File: config.mk
export PLATFORM = sky130hd
export DESIGN_NAME = rr_mux4_arbiter
export DESIGN_NICKNAME = d
export VERILOG_FILES = /design/src/rtl/rr_mux4_arbiter.sv
export SDC_FILE = /design/constraint.sdc
export NUM_CORES = 1
export LEC_CHECK = 0
export ABC_AREA = 1
export CORE_MARGIN = 2
export CORE_UTILIZATION = 37
export DETAILED_ROUTE_END_ITERATION = 10
export GPL_TIMING_DRIVEN = 0
export PLACE_DENSITY = 0.6
export SYNTH_ARGS = -nofsm -noshare
export SYNTH_HDL_FRONTEND = slang
export SYNTH_SLANG_ARGS = --single-unit
File: constraint.sdc
create_clock -name clk -period 4.63 [get_ports clk]
set_input_delay 0.6945 -clock clk [delete_from_list [all_inputs] [get_ports clk]]
set_output_delay 0.6945 -clock clk [all_outputs]
set_load 0.05 [all_outputs]
File: src/rtl/rr_mux4_arbiter.sv
// rr_mux4_arbiter: round-robin arbiter driving the shared 4:1 mux selects, with registered output bit and valid
module rr_mux4_arbiter #(
    parameter int MAX_BURST = 4,
    parameter int CNT_W     = 3
) (
    input  logic       clk,
    input  logic       rst,
    input  logic [3:0] req,
    input  logic       I0,
    input  logic       I1,
    input  logic       I2,
    input  logic       I3,
    output logic [3:0] gnt,
    output logic       S0,
    output logic       S1,
    output logic       y,
    output logic       y_valid
);
    typedef enum logic {IDLE, GRANT} state_t;
    localparam logic [CNT_W-1:0] LAST = CNT_W'(MAX_BURST - 1);
    state_t state, state_n;
    logic [1:0] ptr, ptr_n, sel, sel_n, off, win;
    logic [CNT_W-1:0] cnt, cnt_n;
    logic [3:0] gnt_n, cand, ivec;
    logic [2:0] rot;
    logic y_n, yv_n, own, take;
    assign S0 = sel[0];
    assign S1 = sel[1];
    always_ff @(posedge clk or posedge rst)
        if (rst) begin
            state   <= IDLE;
            gnt     <= '0;
            sel     <= '0;
            ptr     <= '0;
            cnt     <= '0;
            y       <= 1'b0;
            y_valid <= 1'b0;
        end else begin
            state   <= state_n;
            gnt     <= gnt_n;
            sel     <= sel_n;
            ptr     <= ptr_n;
            cnt     <= cnt_n;
            y       <= y_n;
            y_valid <= yv_n;
        end
    always_comb begin
        ivec    = {I3, I2, I1, I0};
        cand    = (state == GRANT) ? req & ~gnt : req;
        rot     = 3'({cand, cand} >> ptr);
        off     = rot[0] ? 2'd0 : rot[1] ? 2'd1 : rot[2] ? 2'd2 : 2'd3;
        win     = ptr + off;
        own     = |(req & gnt);
        take    = (state == IDLE) ? |req : (|cand && (!own || cnt == LAST));
        state_n = (take || (state == GRANT && own)) ? GRANT : IDLE;
        gnt_n   = take ? 4'b0001 << win : (state_n == IDLE) ? 4'b0000 : gnt;
        sel_n   = take ? win : (state_n == IDLE) ? 2'd0 : sel;
        ptr_n   = take ? win + 2'd1 : ptr;
        cnt_n   = take ? '0 : (state == GRANT && own && cnt != LAST) ? cnt + CNT_W'(1) : cnt;
        y_n     = (state == GRANT) ? ivec[sel] : y;
        yv_n    = (state == GRANT);
    end
endmodule
==> results.json, run 1 <==
{
  "max-cap-violations": 0,
  "cts_htree_levels": 1,
  "dp_hpwl_um": 1540,
  "cts_num_sinks": 14,
  "syn_area_per_cell_um2": 7.88,
  "r2r-start": "ptr[0]$_DFFE_PP0P_",
  "tightest_slew_ns": 0.520,
  "coreArea_um2": 2250,
  "rows": 17,
  "io_pins": 18,
  "leakage_nw": 0.549,
  "clk_pin_slew_ns": 0.08,
  "synth_cell_types": 23,
  "grt.total_usage_pct": 17.3,
  "dp_cells": 158,
  "die_area_um2": 2820,
  "grt-busiest-layer": "met2",
  "cts.repair.resized": 0,
  "place.gp.congestion": 0.747,
  "root_buffer": "clkbuf_4",
  "synth_nets": 127,
  "grt_remaining_overflow": 0,
  "wl_um": 1910,
  "clock_path_buffers": 2,
  "ctsHoldBuffers": 0,
  "wl_per_cell_um": 11.8,
  "netlist_instances": 113,
  "worstPathArrival_ns": 2.44,
  "numPortBuffers": 17,
  "grt_max_degree": 15,
  "path_class": "in -> reg",
  "cts_tree": "done",
  "finalCritPeriodShare_pct": 49.0,
  "reg2reg_to": "ptr[1]$_DFFE_PP0P_",
  "r2r_cells": 12,
  "irDropWorstVdd_mv": 0.351,
  "grt_util_met2_pct": 30.0,
  "crit_end": "ptr[1]$_DFFE_PP0P_",
  "yosysWarnings": 0,
  "path_max_fanout": 5,
  "start_kind": "primary input",
  "final-setup-viol-count": 0,
  "areaGrowthSynthToFinish_pct": 27.1,
  "drc": 0,
  "crit_path_start": "req[0]",
  "fp.dieH_um": 53.1,
  "layout_common_cells": "nand2_1, clkdlybuf4s50_1, dfrtp_1, nand3_1",
  "fin_tns_setup_ns": 0,
  "cts_setup_buffers": 0,
  "rsz0062_at_grt": "no",
  "maxSlewHeadroom_pct": 65.3,
  "postRouteAntennaNets": 0,
  "drive_gt1_share_pct": 14.9,
  "n_antenna_cell": 0,
  "numCtsBuffers": 3,
  "synth_edf_count": 0,
  "avgViaCountPerCell": 5.04,
  "hold_class": "reg -> reg",
  "p_per_area_nw_per_um2": 704,
  "vias": 816,
  "final_common_cell": "nand2_1",
  "dieWidth_um": 53.1,
  "max_freq_mhz": 440,
  "fin_nets": 149,
  "end_kind": "flop",
  "cp.required_ns": 4.80,
  "synth-async-reset-ratio_pct": 100,
  "drt_iter0_drc": 16,
  "rrSetupSlack_ns": 2.73,
  "ys_ff_latch": 14,
  "finalPower_mw": 0.797,
  "seq_area_frac_synth_pct": 39.3,
  "grt_pass1_vias": 811,
  "start_util_pct": 39.5,
  "status": "finished, final reports clean",
  "drv_slew": 0,
  "finalNonFillerCells": 162,
  "synth_area_um2": 891,
  "skew_ns": 0.00379,
  "period_needed_ns": 2.27,
  "use_met1_pct": 21.5,
  "holdCritStartpoint": "state$_DFF_PP0_",
  "first_pass_iters": 4,
  "hold_viol_final": 0,
  "insertion_delay_ns": 0.28,
  "synth_top_flop_cell": "dfrtp_1",
  "grt_antenna_before_repair": 0,
  "grt_pass1_wl_um": 3570,
  "grtUsageMet3_pct": 3.67
}
## worst min path at each step
stage                              to  slack [ns]  depth (start not counted)
floorplan           y_valid$_DFF_PP0_        0.43                          0
global placement    y_valid$_DFF_PP0_        0.47                          0
detailed placement  y_valid$_DFF_PP0_        0.48                          0
CTS                 y_valid$_DFF_PP0_        0.50                          0
global route        y_valid$_DFF_PP0_        0.53                          0
finish              y_valid$_DFF_PP0_        0.50                          0
## Yosys cell counts, types with 2 or more instances
cell type   n  share of area [%]
o21ai_0     3                1.7
inv_1       7                2.9
nand4_1     7                4.9
nand2_4     2                2.5
dfrtp_1    14                 39
nand3_2     3                3.4
nand2_1    33                 14
o21ai_1     3                1.7
inv_2       3                1.3
a21oi_1     3                1.7
nor2_1      7                2.9
ha_1        4                5.6
nand2_2     4                2.8
nand3_1    11                6.2
## layout make-up
class                   instances  area, µm²
clock buffers                   4       36.3
well taps                      28       35.0
repair buffers                 17        170
plain buffers                   1       5.00
fillers                       247       1120
multi-input cells              88        498
inverters                      10       37.5
flip-flops and latches         14        350
## per-layer routing
metal  up-vias  wire, µm  part of all wire, %
li1        424         -                    -
met5         -         0                    0
met3         2        94                  4.9
met1       370       910                   48
met2        20       897                   47
met4         0        10                 0.52
## state kept, by name, indices dropped and copies added (netlist names)
register,flops
ptr,2
gnt,4
sel,2
state,1
y_valid,1
cnt,3
y,1
## worst max-delay path: stages
cell	delay, ns
clkdlybuf4s50_1	0.60
nand3_1	0.11
nand3_1	0.09
nand2_1	0.07
o21ai_0	0.26
ha_1	0.22
inv_1	0.04
nand3_1	0.10
nand2_2	0.10
nand2_2	0.08
nand3_2	0.06
## metrics by stage
step | util, % | hold WS, ns | worst slack, ns | cell area (µm²)
after floorplan | - | 0.426 | 2.67 | 891
after global placement | 48.6 | 0.472 | 2.08 | 1100
after detailed placement | 48.6 | 0.482 | 2.06 | 1100
after CTS | 50.2 | 0.504 | 2.35 | 1130
after global routing | 50.2 | 0.528 | 2.18 | 1130
final | 50.2 | 0.503 | 2.36 | 1130
## logic make-up (layout without fill, tap and decap cells)
kind of cell,Yosys count,in the layout,share of synthesized area (%)
compound gates,13,13,8.71
xor+xnor,1,1,0.983
fa+ha+maj,4,4,5.62
buf+inv,11,32,4.78
flops,14,14,39.3
simple gates,70,70,40.6
## report_power, final
group          total [mW]  switching (mW)  internal [mW]
Clock              0.0875          0.0397         0.0479
Sequential          0.213          0.0470          0.166
Combinational       0.496           0.318          0.178
Total               0.797           0.404          0.392
Note: power is estimated with default switching activity, not from simulation.
==> inputs of run 2 (changes only) <==
==> constraint.sdc (replaced) <==
create_clock -name clk -period 2.2 [get_ports clk]
set_input_delay 0.33 -clock clk [delete_from_list [all_inputs] [get_ports clk]]
set_output_delay 0.33 -clock clk [all_outputs]
set_load 0.05 [all_outputs]
==> results of run 2 <==
Same layout as run 1 (identical final DEF). Status: finished, final reports clean.
Main changes from that run: setup slack after placement 2.06 ns -> -0.00874 ns; setup slack after layout 2.36 ns -> 0.294 ns; hold slack 0.503 ns -> 0.372 ns; register-to-register setup slack 2.73 ns -> 0.30 ns; total power 0.797 mW -> 1.68 mW; worst IR drop on VDD 0.351 mV -> 0.739 mV
